File: src/rtl/shift_arbiter.sv
// Two-requester round-robin front end for one shared 32-bit logical shifter.
// Latency: REQ sampled -> GNT after that edge -> DONE/Y after the next edge; ACK edge frees it (3 cycles min).
// Backpressure: the result and DONE are held in RESP until the granted requester ACKs; other requests wait.
//
// Ports:
//   CLK, RST            clock and synchronous active-low reset
//   REQx/Dx/Sx/LNRx     requester x request, data, shift amount, direction (1 = left)
//   ACKx                requester x accepts its result
//   GNTx/DONEx          requester x owns the shifter / its result is valid on Y
//   Y                   registered shift result (kept after the transaction ends)
//   BUSY                high whenever the sequencer is not idle
module shift_arbiter #(
    parameter int DATA_WIDTH  = 32,
    parameter int SHAMT_WIDTH = 32
) (
    input  logic                   CLK,
    input  logic                   RST,
    input  logic                   REQ0,
    input  logic [DATA_WIDTH-1:0]  D0,
    input  logic [SHAMT_WIDTH-1:0] S0,
    input  logic                   LNR0,
    input  logic                   ACK0,
    input  logic                   REQ1,
    input  logic [DATA_WIDTH-1:0]  D1,
    input  logic [SHAMT_WIDTH-1:0] S1,
    input  logic                   LNR1,
    input  logic                   ACK1,
    output logic                   GNT0,
    output logic                   GNT1,
    output logic                   DONE0,
    output logic                   DONE1,
    output logic [DATA_WIDTH-1:0]  Y,
    output logic                   BUSY
);

    typedef enum logic [1:0] {
        IDLE = 2'd0,
        EXEC = 2'd1,
        RESP = 2'd2
    } state_t;

    // The full shift amount is compared against the width, never a truncated copy.
    localparam logic [SHAMT_WIDTH-1:0] SHAMT_LIM = SHAMT_WIDTH'(DATA_WIDTH);

    state_t                 state;
    state_t                 state_nxt;
    logic                   ptr;        // requester that wins a tie
    logic                   win;        // requester owning the current transaction
    logic                   pick;
    logic                   ack_w;
    logic [DATA_WIDTH-1:0]  opnd_d;
    logic [SHAMT_WIDTH-1:0] opnd_s;
    logic                   opnd_lnr;
    logic [DATA_WIDTH-1:0]  shift_res;

    // Winner selection: a lone requester wins outright, a tie goes to ptr.
    always_comb begin
        pick = ptr;
        if (REQ0 && !REQ1) begin
            pick = 1'b0;
        end else if (!REQ0 && REQ1) begin
            pick = 1'b1;
        end
    end

    // Only the owner's ACK is ever looked at.
    assign ack_w = win ? ACK1 : ACK0;

    always_comb begin
        shift_res = '0;
        if (opnd_s < SHAMT_LIM) begin
            shift_res = opnd_lnr ? (opnd_d << opnd_s) : (opnd_d >> opnd_s);
        end
    end

    always_comb begin
        state_nxt = state;
        case (state)
            IDLE:    if (REQ0 || REQ1) state_nxt = EXEC;
            EXEC:    state_nxt = RESP;
            RESP:    if (ack_w) state_nxt = IDLE;
            default: state_nxt = IDLE;
        endcase
    end

    always_ff @(posedge CLK) begin
        if (!RST) begin
            state    <= IDLE;
            ptr      <= 1'b0;
            win      <= 1'b0;
            opnd_d   <= '0;
            opnd_s   <= '0;
            opnd_lnr <= 1'b0;
            GNT0     <= 1'b0;
            GNT1     <= 1'b0;
            DONE0    <= 1'b0;
            DONE1    <= 1'b0;
            Y        <= '0;
            BUSY     <= 1'b0;
        end else begin
            state <= state_nxt;
            // Registered copy of (state != IDLE), tracked from the next state.
            BUSY  <= (state_nxt != IDLE);
            case (state)
                IDLE: begin
                    if (REQ0 || REQ1) begin
                        win      <= pick;
                        opnd_d   <= pick ? D1 : D0;
                        opnd_s   <= pick ? S1 : S0;
                        opnd_lnr <= pick ? LNR1 : LNR0;
                        GNT0     <= !pick;
                        GNT1     <= pick;
                    end
                end
                EXEC: begin
                    Y     <= shift_res;
                    DONE0 <= !win;
                    DONE1 <= win;
                end
                RESP: begin
                    if (ack_w) begin
                        GNT0  <= 1'b0;
                        GNT1  <= 1'b0;
                        DONE0 <= 1'b0;
                        DONE1 <= 1'b0;
                        ptr   <= !win;
                    end
                end
                default: ;
            endcase
        end
    end

endmodule

File: config.mk
export PLATFORM = sky130hd
export DESIGN_NAME = shift_arbiter
export DESIGN_NICKNAME = d
export VERILOG_FILES = /design/src/rtl/shift_arbiter.sv
export SDC_FILE = /design/constraint.sdc
export NUM_CORES = 1
export LEC_CHECK = 0
export BUFFER_PORTS_ARGS = -buffer_cell sky130_fd_sc_hd__buf_4
export CAP_MARGIN = 10
export CORE_AREA = 2 2 135 137
export CTS_CLUSTER_DIAMETER = 30
export DETAILED_ROUTE_END_ITERATION = 10
export DIE_AREA = 0 0 137 139
export MAX_ROUTING_LAYER = met4
export PLACE_DENSITY = 0.83
export SLEW_MARGIN = 20
export SYNTH_ARGS = -nofsm -noshare
export SYNTH_HDL_FRONTEND = slang
export SYNTH_SLANG_ARGS = --single-unit
File: constraint.sdc
create_clock -name CLK -period 2.1 [get_ports CLK]
set_input_delay 0.105 -clock CLK [delete_from_list [all_inputs] [get_ports CLK]]
set_output_delay 0.105 -clock CLK [all_outputs]
set_load 0.05 [all_outputs]
# [After elaboration in Yosys (flattened, before gate mapping)]
# Index checks and enable logic that the tools add are counted.
[totals] reg_bits=106 elab_cells=52 output_inout_bits=37
[classes] order_cmp=1 n_eq_ne=4 mux=18 reduce_logical=15 shifts=2
[ops] operator="$mux 32" n=4
[ops] operator="$lt 32x6->1 const B" n=1
[ops] operator="$shl 32x32->32" n=1
[ops] operator="$shr 32x32->32" n=1
[ops] operator="$pmux 1 s2" n=4
[ops] operator="$mux 1" n=7
[ops] operator="$pmux 2 s3" n=1
[ops] operator="$reduce_and 2->1" n=3
[ops] operator="$reduce_bool 2->1" n=3
[ops] operator="$logic_not 1->1" n=4
[ops] operator="$mux 2" n=2
[ops] operator="$ne 2x2->1 const B" n=2
[ops] operator="$reduce_and 3->1" n=1
[ops] operator="$eq 2x1->1 const B" n=1
[ops] operator="$eq 2x2->1 const B" n=1
[ops] operator="$logic_and 1x1->1" n=2
[ops] operator="$logic_not 2->1" n=1
[ops] operator="$logic_or 1x1->1" n=1

# [Logic depth before layout (Yosys ltp)]
# Gate-level depths: netlist of run 1.
[logic_depth] depth_word=7 ltp_mapped=10 depth_no_buf=6

# [Worst setup path after synthesis of run 1]
# No wires, ideal clock.
[synth_timing] kind="reg-to-reg" from="reg opnd_s[2]" to="reg Y[21]" stages_incl_launch_ff=7 n_path_buf=2 path_slack_ns=0.128 setup_ns=0.117 t_arrival_ns=1.855 required_ns=1.983 path_cell_list="dfxtp_1 buf_6 buf_6 mux2_4 mux4_2 a221o_1 a22o_1"
[synth_via] elab_chain_len=3 elab_cells_between_ends=5
[synth_rtl] item="start: declaration" line_no="52" text="logic [SHAMT_WIDTH-1:0] opnd_s;"
[synth_rtl] item="start signal: assignment" line_no="109" text="opnd_s <= pick ? S1 : S0;"
[synth_rtl] item="parallel branches: the longest is 2 deep, another holds $lt 32x6->1"
[synth_rtl] item="$mux 32 (*)" line_no="71" text="if (opnd_s < SHAMT_LIM) begin"
[synth_rtl] item="end signal: assignment" line_no="116" text="Y <= shift_res;"
[synth_rtl] item="end: declaration" line_no="32" text="output logic [DATA_WIDTH-1:0] Y,"
# Mark *: on every way between the ends.
# A chain may end at the register's enable or synchronous reset.

# [Worst setup path in the final report of run 1]
[layout_timing] from="reg opnd_s[0]" to="reg Y[0]"
# The elaborated chain is that of the path after synthesis.

==> results of run 1 <==
metrics by stage:
stage	instances	total power, W	setup slack, ps	TNS, ps	hold WS, ps
after detailed placement	1428	0.00658	-189	-2620	407
after CTS	1453	0.00856	-3.49	-6.19	9.99
after floorplan	969	0.00490	128	0	242
final	1466	0.00907	-35.7	-86.3	17.1
after global routing	1466	0.00941	-96.2	-895	26.9
after global placement	1428	0.00659	-128	-2010	390
final cells by class:
cell class,count,area [sq um]
Clock inverter,7,96.3
Clock buffer,9,225
Timing Repair Buffer,362,3040
Fill cell,1419,5340
Multi-Input combinational cell,742,6490
Inverter,11,41.3
Tap cell,229,287
Sequential cell,106,2140
final timing paths:
| path | endpoint | slack [ps] | cells after the start |
|---|---|---|---|
| worst max-delay path | Y[0] | -40 | 8 |
| worst min-delay path | opnd_s[4] | 20 | 2 |
| worst max register to register | Y[0] | -40 | 8 |
| worst min register to register | Y[7] | 450 | 2 |
power groups by stage:
| stage | sequential [W] | combinational, W | clock, W |
|---|---|---|---|
| 6_report | 0.00248 | 0.00473 | 0.00187 |
| 5_1_grt | 0.00250 | 0.00498 | 0.00193 |
| 4_1_cts | 0.00246 | 0.00423 | 0.00187 |
| 3_5_place_dp | 0.00252 | 0.00406 | 0 |
| 3_3_place_gp | 0.00251 | 0.00408 | 0 |
| 2_1_floorplan | 0.00238 | 0.00252 | 0 |
placed cells by master (no fill, tap or decap), types with 6 or more instances in the layout:
master,instances
sky130_fd_sc_hd__dfxtp_1,98
sky130_fd_sc_hd__a31oi_1,6
sky130_fd_sc_hd__nor2_2,12
sky130_fd_sc_hd__mux2_4,11
sky130_fd_sc_hd__mux4_2,54
sky130_fd_sc_hd__buf_4,324
sky130_fd_sc_hd__and2_1,7
sky130_fd_sc_hd__a211oi_2,7
sky130_fd_sc_hd__a21o_1,6
sky130_fd_sc_hd__buf_6,17
sky130_fd_sc_hd__nand3_1,13
sky130_fd_sc_hd__mux2i_2,11
sky130_fd_sc_hd__mux2i_4,6
sky130_fd_sc_hd__mux2_2,33
sky130_fd_sc_hd__o211ai_1,8
sky130_fd_sc_hd__o211a_1,66
sky130_fd_sc_hd__a21oi_2,7
sky130_fd_sc_hd__clkbuf_16,11
sky130_fd_sc_hd__o21ai_0,38
sky130_fd_sc_hd__mux2i_1,101
sky130_fd_sc_hd__buf_12,13
sky130_fd_sc_hd__nor2_1,49
sky130_fd_sc_hd__inv_1,6
sky130_fd_sc_hd__o21ai_1,16
sky130_fd_sc_hd__a21oi_1,30
sky130_fd_sc_hd__a22o_1,6
sky130_fd_sc_hd__nand2_1,132
sky130_fd_sc_hd__a211oi_1,6
worst reg2reg max path: cells and delay by family, from the launching register on:
family / cells / cell delay [ps]
compound gates: 3 / 650
mux: 2 / 620
flops: 1 / 370
buf+inv: 2 / 250
simple gates: 1 / 130
logic make-up (layout without fill, tap and decap cells):
family	count (synthesis)	after routing
AOI/OAI and AO/OA	263	263
muxes	217	217
and+or+nand+nor	261	261
adders and majority gates	1	1
DFF	106	106
buffers and inverters	121	389
cell usage after synthesis, types with 10 or more instances:
| cell | instances | area (sq um) |
|---|---|---|
| sky130_fd_sc_hd__a211oi_1 | 13 | 97.6 |
| sky130_fd_sc_hd__a21oi_1 | 37 | 185 |
| sky130_fd_sc_hd__buf_1 | 10 | 37.5 |
| sky130_fd_sc_hd__buf_2 | 20 | 100 |
| sky130_fd_sc_hd__buf_4 | 11 | 82.6 |
| sky130_fd_sc_hd__buf_6 | 15 | 169 |
| sky130_fd_sc_hd__clkbuf_1 | 53 | 199 |
| sky130_fd_sc_hd__dfxtp_1 | 106 | 2120 |
| sky130_fd_sc_hd__mux2_2 | 40 | 450 |
| sky130_fd_sc_hd__mux2i_1 | 118 | 1180 |
| sky130_fd_sc_hd__mux4_2 | 48 | 1080 |
| sky130_fd_sc_hd__nand2_1 | 137 | 514 |
| sky130_fd_sc_hd__nand3_1 | 13 | 65.1 |
| sky130_fd_sc_hd__nor2_1 | 63 | 236 |
| sky130_fd_sc_hd__o211a_1 | 66 | 661 |
| sky130_fd_sc_hd__o21ai_0 | 51 | 255 |
per-layer routing:
| layer | up-vias | share of wire (%) | GRT usage [%] |
|---|---|---|---|
| met2 | 538 | 47 | 55.1 |
| met5 | - | 0 | - |
| met3 | 94 | 8.0 | 5.85 |
| li1 | 4195 | - | - |
| met1 | 4457 | 42 | 48.4 |
| met4 | 0 | 3.9 | 13.0 |
flip-flops by register name, summed over array words and instances (netlist names):
signal and cells:
Y 32, opnd_d 32, opnd_s 32, state 2
BUSY 1, DONE0 1, DONE1 1, GNT0 1
GNT1 1, opnd_lnr 1, ptr 1, win 1
timing repair:
| action | 4_1_cts | 5_1_grt |
|---|---|---|
| resized for setup | 32 | 116 |
| cloned | 1 | 2 |
| hold endpoints to repair | 0 | 0 |
| pin swaps | 7 | 27 |
| endpoints found under the setup margin | 32 | 31 |
| setup buffers | 9 | 11 |
==> flow_summary.html, run 1 <==
<table>
<tr><th>Metric</th><th>Value</th></tr>
<tr><th colspan="2">Status</th></tr>
<tr><td>Outcome</td><td>finished with violations</td></tr>
<tr><td>Violations in the final reports</td><td>setup timing</td></tr>
<tr><th colspan="2">Global route</th></tr>
<tr><td>Vias in the first global route</td><td>slightly below 9000</td></tr>
<tr><td>Initial antenna violation count</td><td>0</td></tr>
<tr><td>Total GRT Usage</td><td>between 30% and 40%</td></tr>
<tr><td>Pin count of the biggest net entering global routing</td><td>109</td></tr>
<tr><td>Remaining global-route overflow</td><td>0</td></tr>
<tr><td>Wire length of the first global-routing pass</td><td>between 50 and 60 mm</td></tr>
<tr><th colspan="2">Worst setup path</th></tr>
<tr><td>Critical path's top delay family</td><td>compound AO/OA/AOI/OAI gates</td></tr>
<tr><td>Critical path peak fanout</td><td>5</td></tr>
<tr><td>Worst stage delay on the critical path</td><td>530 ps</td></tr>
<tr><td>Worst Path Buf+Inv</td><td>2</td></tr>
<tr><td>Beginning of the critical path</td><td>opnd_s[0]</td></tr>
<tr><td>Critical path endpoint category</td><td>flop</td></tr>
<tr><td>Worst setup path class</td><td>flop to flop</td></tr>
<tr><td>Series of cell instances along the critical path</td><td>buf_12, buf_4, mux4_2, nor2_2, a31o_2, mux2i_2, a221o_1, a32o_1</td></tr>
<tr><td>CP max stage cell</td><td>sky130_fd_sc_hd__mux4_2</td></tr>
<tr><td>Reg2reg start</td><td>opnd_s[0]</td></tr>
<tr><td>Worst setup SP type</td><td>flop</td></tr>
<tr><td>Crit path required time</td><td>2370 ps</td></tr>
<tr><td>Crit path DAT</td><td>2400 ps</td></tr>
<tr><th colspan="2">Timing</th></tr>
<tr><td>Worst max-slew margin expressed relative to the limit</td><td>between 50 and 60%</td></tr>
<tr><td>Max-slew violations</td><td>0</td></tr>
<tr><td>Final hold violation count</td><td>0</td></tr>
<tr><td>Maximum clock rate</td><td>0.468 GHz</td></tr>
<tr><td>Portion of the clock cycle consumed by the worst path in the final layout</td><td>102%</td></tr>
<tr><td>PnR worst setup slack</td><td>-35.7 ps</td></tr>
<tr><td>Setup repair after global routing missed its margin</td><td>true</td></tr>
<tr><td>Slew at the pin closest to its max-slew limit</td><td>roughly 680 ps</td></tr>
<tr><td>Total setup violations reported at the end of the flow</td><td>6</td></tr>
<tr><td>Final critical path time including I/O delays and setup</td><td>between 2000 and 2500 ps</td></tr>
<tr><td>Largest clock skew in the final design</td><td>16.9 ps</td></tr>
<tr><th colspan="2">Detailed routing</th></tr>
<tr><td>Wire length per cell after detailed routing</td><td>23.2 um</td></tr>
<tr><td>TritonRoute pass-1 iters</td><td>7</td></tr>
<tr><td>DR iter-0 viols</td><td>between 1000 and 1500</td></tr>
<tr><td>Number of DRC violations after detailed routing</td><td>0</td></tr>
<tr><td>Total Wirelength</td><td>roughly 34 mm</td></tr>
<tr><td>Antenna Violating Nets Remaining</td><td>0</td></tr>
<tr><td>DR vias</td><td>just over 9000</td></tr>
<tr><td>Per-cell via count in the routed design</td><td>around 6.3</td></tr>
<tr><th colspan="2">Logic synthesis</th></tr>
<tr><td>Leading register cell type out of synthesis</td><td>sky130_fd_sc_hd__dfxtp_1</td></tr>
<tr><td>Synthesized area per cell</td><td>9.12 sq um</td></tr>
<tr><td>Number of synthesized register bits</td><td>106</td></tr>
<tr><td>Area fraction in compound gates after synthesis</td><td>about 22%</td></tr>
<tr><td>Netlist Area Pre-Place</td><td>between 8000 and 9000 sq um</td></tr>
<tr><td>Share of the synthesized netlist area taken by xor and xnor gates</td><td>0%</td></tr>
<tr><td>Gate Count Post-Synth</td><td>roughly 970</td></tr>
<tr><td>Simple-gate share of the synthesized area</td><td>about an eighth</td></tr>
<tr><td>Ys Warns</td><td>0</td></tr>
<tr><td>Net Count, Synth</td><td>around 1100</td></tr>
<tr><td>Synth Area in Adders</td><td>0.113%</td></tr>
<tr><td>Share of cell area taken by muxes after synthesis</td><td>between 30% and 40%</td></tr>
<tr><td>Fraction of the yosys area taken by sequential cells</td><td>around 24%</td></tr>
<tr><td>Count of unique library cells instantiated by Yosys</td><td>68</td></tr>
<tr><td>Proportion of synthesized flip-flops having asynchronous set or reset</td><td>0%</td></tr>
<tr><td>Number of synthesized flops with an enable pin</td><td>0</td></tr>
<tr><td>Combinational family with the most area after synthesis</td><td>multiplexers</td></tr>
<tr><th colspan="2">Floorplanning</th></tr>
<tr><td>Area inside the core boundary</td><td>17700 sq um</td></tr>
<tr><td>Site row count</td><td>49</td></tr>
<tr><td>Overall die area</td><td>~19000 sq um</td></tr>
<tr><td>Initial standard-cell utilization of the core</td><td>about half</td></tr>
<tr><td>IO Pins</td><td>between 150 and 200</td></tr>
<tr><td>Die W</td><td>137 um</td></tr>
<tr><td>Die Y</td><td>139 um</td></tr>
<tr><th colspan="2">CTS</th></tr>
<tr><td># hold bufs at CTS</td><td>0</td></tr>
<tr><td>Worst skew pair latency</td><td>~380 ps</td></tr>
<tr><td>Inserted Clock Buffers</td><td>9</td></tr>
<tr><td>CTS sink count</td><td>approximately 110</td></tr>
<tr><td>Root Driver</td><td>sky130_fd_sc_hd__clkbuf_16</td></tr>
<tr><td>Clock transition at the registers of the reported paths</td><td>~90 ps</td></tr>
<tr><td>Number of buffers on the longest clock path</td><td>2</td></tr>
<tr><td>TritonCTS clock tree</td><td>done</td></tr>
<tr><td>Clock H-tree levels</td><td>3</td></tr>
<tr><th colspan="2">Cells and area</th></tr>
<tr><td>Total inserted antenna cells</td><td>0</td></tr>
<tr><td>Total Nets Final</td><td>about 1400</td></tr>
<tr><td>Proportion of layout cells with a drive suffix above 1</td><td>46.2%</td></tr>
<tr><td>Area added between synthesis and finish</td><td>39.4%</td></tr>
<tr><td>Final non-filler cell area</td><td>12300 sq um</td></tr>
<tr><td>Final core area utilization</td><td>between 60% and 70%</td></tr>
<tr><th colspan="2">Pwr</th></tr>
<tr><td>Sequential group share of total power</td><td>a little over a quarter</td></tr>
<tr><td>Internal Power</td><td>~0.0054 W</td></tr>
<tr><td>Highest ir drop seen on vdd</td><td>just under 0.5 mV</td></tr>
<tr><td>Combinational power share</td><td>about 52%</td></tr>
<tr><td>Switching part of the total power</td><td>40.6%</td></tr>
<tr><td>Relative contribution of the clock network to total power</td><td>between 20% and 30%</td></tr>
<tr><td>Power density over the cells</td><td>around 740 nW/um^2</td></tr>
<tr><td>Net switching power figure</td><td>roughly 0.0037 W</td></tr>
<tr><td>Leak pwr</td><td>5.65 nW</td></tr>
<tr><th colspan="2">Placed design</th></tr>
<tr><td>Hpwl dp</td><td>around 25 mm</td></tr>
<tr><td>Standard cell area after detailed placement</td><td>11200 sq um</td></tr>
<tr><td>Routability cong.</td><td>0.986</td></tr>
<tr><td>Quantity of I/O buffers inserted on ports</td><td>roughly 170</td></tr>
<tr><th colspan="2">Min path</th></tr>
<tr><td>Hold path start</td><td>RST</td></tr>
<tr><td>Hold crit path type</td><td>input pin to flop</td></tr>
<tr><th colspan="2">Job</th></tr>
<tr><td>Max Cap Violations</td><td>0</td></tr>
</table>
No activity file was read; power rests on OpenSTA's default activity.
==> inputs of run 2 (changes only) <==
--- a/config.mk
+++ b/config.mk
@@ -13,6 +13,7 @@
 export DIE_AREA = 0 0 137 139
 export MAX_ROUTING_LAYER = met4
 export PLACE_DENSITY = 0.83
+export REMOVE_ABC_BUFFERS = 1
 export SLEW_MARGIN = 20
 export SYNTH_ARGS = -nofsm -noshare
 export SYNTH_HDL_FRONTEND = slang
==> run 2 against run 1 <==
The flow still finishes with violations (setup timing). Critical path depth fell by 2. Clock power fell by 7%. Register-to-register slack got worse by 50 ps. Critical path type unchanged. Largest power group unchanged. Setup slack got worse by 54 ps. Critical endpoint is now Y[21]. Wire length rose by 0.97%.
==> flow_summary.html, run 2 (synthesis gave the netlist of run 1 again) <==
<table>
<tr><th>Metric</th><th>Value</th></tr>
<tr><th colspan="2">Status</th></tr>
<tr><td>Outcome</td><td>finished with violations</td></tr>
<tr><td>Violations in the final reports</td><td>setup timing</td></tr>
<tr><th colspan="2">Min path</th></tr>
<tr><td>Hold crit path type</td><td>input pin to flop</td></tr>
<tr><td>Hold path start</td><td>RST</td></tr>
<tr><th colspan="2">Floorplanning</th></tr>
<tr><td>Die Y</td><td>139 um (unchanged)</td></tr>
<tr><td>Area inside the core boundary</td><td>17700 sq um (unchanged)</td></tr>
<tr><td>Overall die area</td><td>19000 sq um (unchanged)</td></tr>
<tr><td>Initial standard-cell utilization of the core</td><td>50.1% (unchanged)</td></tr>
<tr><td>Site row count</td><td>49 (unchanged)</td></tr>
<tr><td>IO Pins</td><td>173 (unchanged)</td></tr>
<tr><td>Die W</td><td>137 um (unchanged)</td></tr>
<tr><th colspan="2">Timing</th></tr>
<tr><td>Total setup violations reported at the end of the flow</td><td>15 (+9)</td></tr>
<tr><td>Portion of the clock cycle consumed by the worst path in the final layout</td><td>104% (+2.6 points)</td></tr>
<tr><td>Setup repair after global routing missed its margin</td><td>true</td></tr>
<tr><td>Final critical path time including I/O delays and setup</td><td>2190 ps (+54.3 ps)</td></tr>
<tr><td>Final hold violation count</td><td>0 (unchanged)</td></tr>
<tr><td>Worst max-slew margin expressed relative to the limit</td><td>53.2% (-1.5 points)</td></tr>
<tr><td>Worst hold slack after final layout</td><td>65.8 ps (+48.7 ps)</td></tr>
<tr><td>Maximum clock rate</td><td>0.457 GHz (-2.5%)</td></tr>
<tr><td>Max-slew violations</td><td>0 (unchanged)</td></tr>
<tr><td>Slew at the pin closest to its max-slew limit</td><td>701 ps (+23.2 ps)</td></tr>
<tr><td>PnR worst setup slack</td><td>-90.1 ps (-54.3 ps)</td></tr>
<tr><td>Largest clock skew in the final design</td><td>11.9 ps (-5.00 ps)</td></tr>
<tr><th colspan="2">Detailed routing</th></tr>
<tr><td>Total Wirelength</td><td>34.4 mm (+0.97%)</td></tr>
<tr><td>Number of DRC violations after detailed routing</td><td>0 (unchanged)</td></tr>
<tr><td>DR iter-0 viols</td><td>966 (-6.4%)</td></tr>
<tr><td>DR vias</td><td>9485 (+2.2%)</td></tr>
<tr><td>Wire length per cell after detailed routing</td><td>23.3 um (+0.28%)</td></tr>
<tr><td>Per-cell via count in the routed design</td><td>6.43 (+1.5%)</td></tr>
<tr><td>Antenna Violating Nets Remaining</td><td>0 (unchanged)</td></tr>
<tr><td>TritonRoute pass-1 iters</td><td>5 (-2)</td></tr>
<tr><th colspan="2">Global route</th></tr>
<tr><td>Initial antenna violation count</td><td>0 (unchanged)</td></tr>
<tr><td>Wire length of the first global-routing pass</td><td>50.3 mm (-1.9%)</td></tr>
<tr><td>Pin count of the biggest net entering global routing</td><td>67 (-39%)</td></tr>
<tr><td>Total GRT Usage</td><td>35.1% (-1.0 points)</td></tr>
<tr><td>Vias in the first global route</td><td>8926 (+0.78%)</td></tr>
<tr><td>Remaining global-route overflow</td><td>0 (unchanged)</td></tr>
<tr><th colspan="2">Cells and area</th></tr>
<tr><td>Total Nets Final</td><td>1379 (+0.80%)</td></tr>
<tr><td>Commonest cells after routing, fill and taps aside</td><td>336 x sky130_fd_sc_hd__buf_4, 133 x sky130_fd_sc_hd__nand2_1, 106 x sky130_fd_sc_hd__mux2i_1</td></tr>
<tr><td>Largest registers</td><td>Y x32, opnd_d x32, opnd_s x32</td></tr>
<tr><td># fillers</td><td>1349 (-4.9%)</td></tr>
<tr><td>Area added between synthesis and finish</td><td>39.4% (about the same)</td></tr>
<tr><td>Final non-filler cell area</td><td>12300 sq um (about the same)</td></tr>
<tr><td>Most common library cell in the layout ignoring fill and taps</td><td>sky130_fd_sc_hd__buf_4</td></tr>
<tr><td>Proportion of layout cells with a drive suffix above 1</td><td>46.1% (-0.13 points)</td></tr>
<tr><td>Total inserted antenna cells</td><td>0 (unchanged)</td></tr>
<tr><th colspan="2">Worst setup path</th></tr>
<tr><td>Beginning of the critical path</td><td>opnd_s[2]</td></tr>
<tr><td>Reg2reg setup slack</td><td>-90 ps (-50 ps)</td></tr>
<tr><td>Reg2reg start</td><td>opnd_s[2]</td></tr>
<tr><td>Critical path peak fanout</td><td>8 (+3)</td></tr>
<tr><td>Critical path endpoint category</td><td>flop</td></tr>
<tr><td>Worst setup path class</td><td>flop to flop</td></tr>
<tr><td>Worst setup SP type</td><td>flop</td></tr>
<tr><td>Crit path DAT</td><td>2460 ps (+60 ps)</td></tr>
<tr><td>Crit path required time</td><td>2370 ps (about the same)</td></tr>
<tr><th colspan="2">CTS</th></tr>
<tr><td>Worst skew pair latency</td><td>370 ps (about the same)</td></tr>
<tr><td># hold bufs at CTS</td><td>0 (unchanged)</td></tr>
<tr><td>Root Driver</td><td>sky130_fd_sc_hd__clkbuf_16</td></tr>
<tr><td>Number of buffers on the longest clock path</td><td>2 (unchanged)</td></tr>
<tr><td>Clock transition at the registers of the reported paths</td><td>80 ps (about the same)</td></tr>
<tr><td>Inserted Clock Buffers</td><td>9 (unchanged)</td></tr>
<tr><td>CTS sink count</td><td>106 (unchanged)</td></tr>
<tr><td>Clock H-tree levels</td><td>3 (unchanged)</td></tr>
<tr><td>TritonCTS clock tree</td><td>done</td></tr>
<tr><th colspan="2">Pwr</th></tr>
<tr><td>Leak pwr</td><td>5.69 nW (+0.82%)</td></tr>
<tr><td>Highest ir drop seen on vdd</td><td>0.531 mV (+9.2%)</td></tr>
<tr><td>Power density over the cells</td><td>735 nW/um^2 (-0.24%)</td></tr>
<tr><th colspan="2">Placed design</th></tr>
<tr><td>Hpwl dp</td><td>23.8 mm (-6.5%)</td></tr>
<tr><td>Routability cong.</td><td>1.06 (+7.3%)</td></tr>
<tr><td>Standard cell area after detailed placement</td><td>11200 sq um (-0.56%)</td></tr>
<tr><td>Quantity of I/O buffers inserted on ports</td><td>172 (unchanged)</td></tr>
<tr><th colspan="2">Job</th></tr>
<tr><td>Max Cap Violations</td><td>0 (unchanged)</td></tr>
</table>
==> run 2: worst paths after layout <==
path,depth (start not counted),end
max reg2reg,6,Y[21]
min,2,opnd_s[5]
max,6,Y[21]
min reg2reg,2,Y[7]
==> run 2: critical path, stage by stage, from the launching register on <==
cell	delay (ps)
sky130_fd_sc_hd__dfxtp_4	420
sky130_fd_sc_hd__buf_12	150
sky130_fd_sc_hd__buf_8	110
sky130_fd_sc_hd__mux2_4	300
sky130_fd_sc_hd__mux4_2	560
sky130_fd_sc_hd__a221o_1	370
sky130_fd_sc_hd__a22o_1	180
==> run 2: per-stage QoR <==
step           utilization [%]  cells  setup WS [ps]  total power [W]  TNS, ps
2_1_floorplan                -    859          -3520          0.00479  -182740
3_3_place_gp              63.2   1423           -246          0.00652    -2750
3_5_place_dp              63.2   1423           -236          0.00655    -3640
4_1_cts                   67.2   1457          -42.0          0.00854     -172
5_1_grt                   69.8   1476           -106          0.00938    -1480
6_report                  69.8   1476          -90.1          0.00905     -621
==> run 2: layout make-up <==
| class | count | area (sq um) | area share (%) |
|---|---|---|---|
| clock inverters | 6 | 60.1 | 0.487 |
| repair buffers | 373 | 3100 | 25.1 |
| well taps | 229 | 287 | 2.33 |
| flip-flops and latches | 106 | 2140 | 17.3 |
| multi-input cells | 742 | 6470 | 52.5 |
| inverters | 11 | 41.3 | 0.335 |
| clock buffers | 9 | 225 | 1.83 |
==> run 2: layer usage <==
layer,vias to the layer above,wire [um],GRT usage [%]
met1,4604,13900,47.0
met3,121,3190,7.24
li1,4216,-,-
met2,544,15700,52.3
met4,0,1580,12.9
met5,-,0,-
==> run 2: what timing repair did <==
action	4_1_cts	5_1_grt
setup buffers	19	22
gates resized for setup	62	87
setup endpoints to repair	31	32
pin swaps	22	29
cloned	2	1
==> run 2: power breakdown <==
part           leakage (nW)  internal, W  switching (W)  total [W]
Sequential            0.875      0.00220       0.000324    0.00252
Combinational          4.68      0.00238        0.00242    0.00480
Clock                 0.140     0.000831       0.000899    0.00173
Total                  5.69      0.00541        0.00364    0.00905
==> inputs of run 3 (changes only) <==
--- a/config.mk
+++ b/config.mk
@@ -11,9 +11,11 @@
 export CTS_CLUSTER_DIAMETER = 30
 export DETAILED_ROUTE_END_ITERATION = 10
 export DIE_AREA = 0 0 137 139
+export HOLD_SLACK_MARGIN = 0.05
 export MAX_ROUTING_LAYER = met4
-export PLACE_DENSITY = 0.83
+export PLACE_DENSITY = 0.87
 export REMOVE_ABC_BUFFERS = 1
+export SETUP_SLACK_MARGIN = 0.5
 export SLEW_MARGIN = 20
 export SYNTH_ARGS = -nofsm -noshare
 export SYNTH_HDL_FRONTEND = slang
==> run 3 against run 2 <==
The run still ends with setup timing left. Setup slack worse by 52 ps. Via count is 4.9% higher. Total power rose by 3.7%. Register-to-register slack lost 50 ps. Sequential power rose by 2%. Global-route usage about the same. Maximum frequency shrank 2.3%. Worst hold slack improved by 7.9 ps. First-iteration DRC count rose by 71%. Critical path depth grew 2. Critical path type unchanged. Largest power group unchanged.
==> flow_summary.html, run 3 (synthesis gave the netlist of run 1 again) <==
<table>
<tr><th>Metric</th><th>Value</th></tr>
<tr><th colspan="2">Cells and area</th></tr>
<tr><td>Total Nets Final</td><td>1379 (unchanged)</td></tr>
<tr><td>Final non-filler cell area</td><td>12700 sq um (+3.4%)</td></tr>
<tr><td>Final core area utilization</td><td>72.2% (+2.4 points)</td></tr>
<tr><td>Commonest cells after routing, fill and taps aside</td><td>319 x sky130_fd_sc_hd__buf_4, 132 x sky130_fd_sc_hd__nand2_1, 100 x sky130_fd_sc_hd__mux2i_1</td></tr>
<tr><td>Most common library cell in the layout ignoring fill and taps</td><td>sky130_fd_sc_hd__buf_4</td></tr>
<tr><td># fillers</td><td>1237 (-8.3%)</td></tr>
<tr><td>Area added between synthesis and finish</td><td>44.1%</td></tr>
<tr><td>Proportion of layout cells with a drive suffix above 1</td><td>48.2% (+2.1 points)</td></tr>
<tr><td>Total inserted antenna cells</td><td>0 (unchanged)</td></tr>
<tr><td>Largest registers</td><td>Y x32, opnd_d x32, opnd_s x32</td></tr>
<tr><th colspan="2">Timing</th></tr>
<tr><td>Total setup violations reported at the end of the flow</td><td>14 (-1)</td></tr>
<tr><td>Largest clock skew in the final design</td><td>13.7 ps (+1.82 ps)</td></tr>
<tr><td>Final hold violation count</td><td>0 (unchanged)</td></tr>
<tr><td>Worst hold slack after final layout</td><td>73.7 ps (+7.90 ps)</td></tr>
<tr><td>Portion of the clock cycle consumed by the worst path in the final layout</td><td>107% (+2.5 points)</td></tr>
<tr><td>Max-slew violations</td><td>0 (unchanged)</td></tr>
<tr><td>Final critical path time including I/O delays and setup</td><td>2240 ps (+51.8 ps)</td></tr>
<tr><td>Setup repair after global routing missed its margin</td><td>true</td></tr>
<tr><td>Slew at the pin closest to its max-slew limit</td><td>523 ps (-178 ps)</td></tr>
<tr><td>Worst max-slew margin expressed relative to the limit</td><td>65.0% (+12 points)</td></tr>
<tr><td>Maximum clock rate</td><td>0.446 GHz (-2.3%)</td></tr>
<tr><td>PnR worst setup slack</td><td>-142 ps (-51.8 ps)</td></tr>
<tr><th colspan="2">CTS</th></tr>
<tr><td>Root Driver</td><td>sky130_fd_sc_hd__clkbuf_16</td></tr>
<tr><td># hold bufs at CTS</td><td>0 (unchanged)</td></tr>
<tr><td>Inserted Clock Buffers</td><td>9 (unchanged)</td></tr>
<tr><td>Clock H-tree levels</td><td>3 (unchanged)</td></tr>
<tr><td>Clock transition at the registers of the reported paths</td><td>90 ps (about the same)</td></tr>
<tr><td>Number of buffers on the longest clock path</td><td>2 (unchanged)</td></tr>
<tr><td>TritonCTS clock tree</td><td>done</td></tr>
<tr><td>CTS sink count</td><td>106 (unchanged)</td></tr>
<tr><td>Worst skew pair latency</td><td>370 ps (about the same)</td></tr>
<tr><th colspan="2">Placed design</th></tr>
<tr><td>Quantity of I/O buffers inserted on ports</td><td>172 (unchanged)</td></tr>
<tr><td>Hpwl dp</td><td>22.8 mm (-4.3%)</td></tr>
<tr><td>Routability cong.</td><td>1.03 (-3.0%)</td></tr>
<tr><td>Standard cell area after detailed placement</td><td>11000 sq um (-1.4%)</td></tr>
<tr><th colspan="2">Pwr</th></tr>
<tr><td>Power density over the cells</td><td>737 nW/um^2 (+0.30%)</td></tr>
<tr><td>Highest ir drop seen on vdd</td><td>0.553 mV (+4.2%)</td></tr>
<tr><td>Leak pwr</td><td>5.85 nW (+2.8%)</td></tr>
<tr><td>Total power</td><td>0.00939 W (+3.7%)</td></tr>
<tr><th colspan="2">Min path</th></tr>
<tr><td>Hold crit path type</td><td>input pin to flop</td></tr>
<tr><th colspan="2">Worst setup path</th></tr>
<tr><td>Worst setup SP type</td><td>flop</td></tr>
<tr><td>Worst stage delay on the critical path</td><td>410 ps (-150 ps)</td></tr>
<tr><td>Worst setup path class</td><td>flop to flop</td></tr>
<tr><td>Crit path DAT</td><td>2510 ps (+50 ps)</td></tr>
<tr><td>CP max stage cell</td><td>sky130_fd_sc_hd__dfxtp_4</td></tr>
<tr><td>Series of cell instances along the critical path</td><td>buf_8, mux2_2, buf_4, nor3_1, a211o_1, o21ai_0, o21a_1, a22o_1</td></tr>
<tr><td>Critical path peak fanout</td><td>10 (+2)</td></tr>
<tr><td>Crit path required time</td><td>2370 ps (about the same)</td></tr>
<tr><td>Critical path endpoint category</td><td>flop</td></tr>
<tr><th colspan="2">Floorplanning</th></tr>
<tr><td>IO Pins</td><td>173 (unchanged)</td></tr>
<tr><td>Initial standard-cell utilization of the core</td><td>50.1% (unchanged)</td></tr>
<tr><td>Site row count</td><td>49 (unchanged)</td></tr>
<tr><td>Die Y</td><td>139 um (unchanged)</td></tr>
<tr><td>Overall die area</td><td>19000 sq um (unchanged)</td></tr>
<tr><td>Area inside the core boundary</td><td>17700 sq um (unchanged)</td></tr>
<tr><td>Die W</td><td>137 um (unchanged)</td></tr>
<tr><th colspan="2">Status</th></tr>
<tr><td>Outcome</td><td>finished with violations</td></tr>
<tr><td>Violations in the final reports</td><td>setup timing</td></tr>
<tr><th colspan="2">Detailed routing</th></tr>
<tr><td>DR vias</td><td>9950 (+4.9%)</td></tr>
<tr><td>Antenna Violating Nets Remaining</td><td>0 (unchanged)</td></tr>
<tr><td>Per-cell via count in the routed design</td><td>6.74 (+4.8%)</td></tr>
<tr><td>Total Wirelength</td><td>36.2 mm (+5.4%)</td></tr>
<tr><td>Wire length per cell after detailed routing</td><td>24.5 um (+5.3%)</td></tr>
<tr><td>DR iter-0 viols</td><td>1653 (+71%)</td></tr>
<tr><td>TritonRoute pass-1 iters</td><td>8 (+3)</td></tr>
<tr><td>Number of DRC violations after detailed routing</td><td>0 (unchanged)</td></tr>
<tr><th colspan="2">Global route</th></tr>
<tr><td>Total GRT Usage</td><td>35.2% (+0.048 points)</td></tr>
<tr><td>Remaining global-route overflow</td><td>0 (unchanged)</td></tr>
<tr><td>Vias in the first global route</td><td>9143 (+2.4%)</td></tr>
<tr><td>Wire length of the first global-routing pass</td><td>50.6 mm (+0.62%)</td></tr>
<tr><td>Pin count of the biggest net entering global routing</td><td>44 (-34%)</td></tr>
<tr><td>Initial antenna violation count</td><td>0 (unchanged)</td></tr>
<tr><th colspan="2">Job</th></tr>
<tr><td>Max Cap Violations</td><td>0 (unchanged)</td></tr>
</table>
==> run 3: metal layers <==
metal  GRT usage, %  routed length [um]  part of all wire [%]  vias to the layer above
li1               -                   -                     -                     4230
met1           45.0               13500                    37                     4737
met2           51.8               16600                    46                      777
met3           8.48                4220                    12                      206
met4           17.1                1940                   5.4                        0
met5              -                   0                     0                        -
==> run 3: worst max-delay path: cells and delay by family, from the launching register on <==
kind | cells | cell delay (ps)
AOI/OAI and AO/OA | 4 | 800
DFF | 1 | 410
and+or+nand+nor | 1 | 250
buffers and inverters | 2 | 310
muxes | 1 | 380
==> run 3: path summary, 6_finish.rpt <==
| check | from | end | slack, ps | cells after the start |
|---|---|---|---|---|
| max | opnd_s[2] | Y[21] | -140 | 8 |
| min | S0[29] | opnd_s[29] | 70 | 4 |
| max reg2reg | opnd_s[2] | Y[21] | -140 | 8 |
| min reg2reg | Y[7] | Y[7] | 450 | 2 |
==> run 3: power by group <==
part	internal, W	switching, W	leakage, nW	total (W)
Sequential	0.00220	0.000363	0.877	0.00256
Clock	0.000879	0.000919	0.151	0.00180
Combinational	0.00248	0.00255	4.82	0.00502
Total	0.00556	0.00383	5.85	0.00939
==> run 3: repair_timing <==
item                       in CTS  in global routing
gates resized for setup       111                101
cloned                          4                  2
setup endpoints to repair      43                 63
pin swaps                      35                 38
buffers inserted               34                 24
==> run 3: final cells by class <==
| class | count | area, sq um | area share, % |
|---|---|---|---|
| multi-input cells | 743 | 6680 | 52.5 |
| repair buffers | 372 | 3270 | 25.7 |
| flip-flops and latches | 106 | 2140 | 16.8 |
| well taps | 229 | 287 | 2.25 |
| clock buffers | 10 | 239 | 1.88 |
| clock inverters | 6 | 70.1 | 0.550 |
| inverters | 11 | 46.3 | 0.363 |
==> run 3: metrics by stage <==
stage | setup WS [ps] | setup TNS (ps) | instances
2_1_floorplan | -3520 | -182740 | 859
3_3_place_gp | -164 | -1240 | 1397
3_5_place_dp | -168 | -1810 | 1397
4_1_cts | 12.3 | 0 | 1451
5_1_grt | -177 | -1110 | 1477
6_report | -142 | -761 | 1477
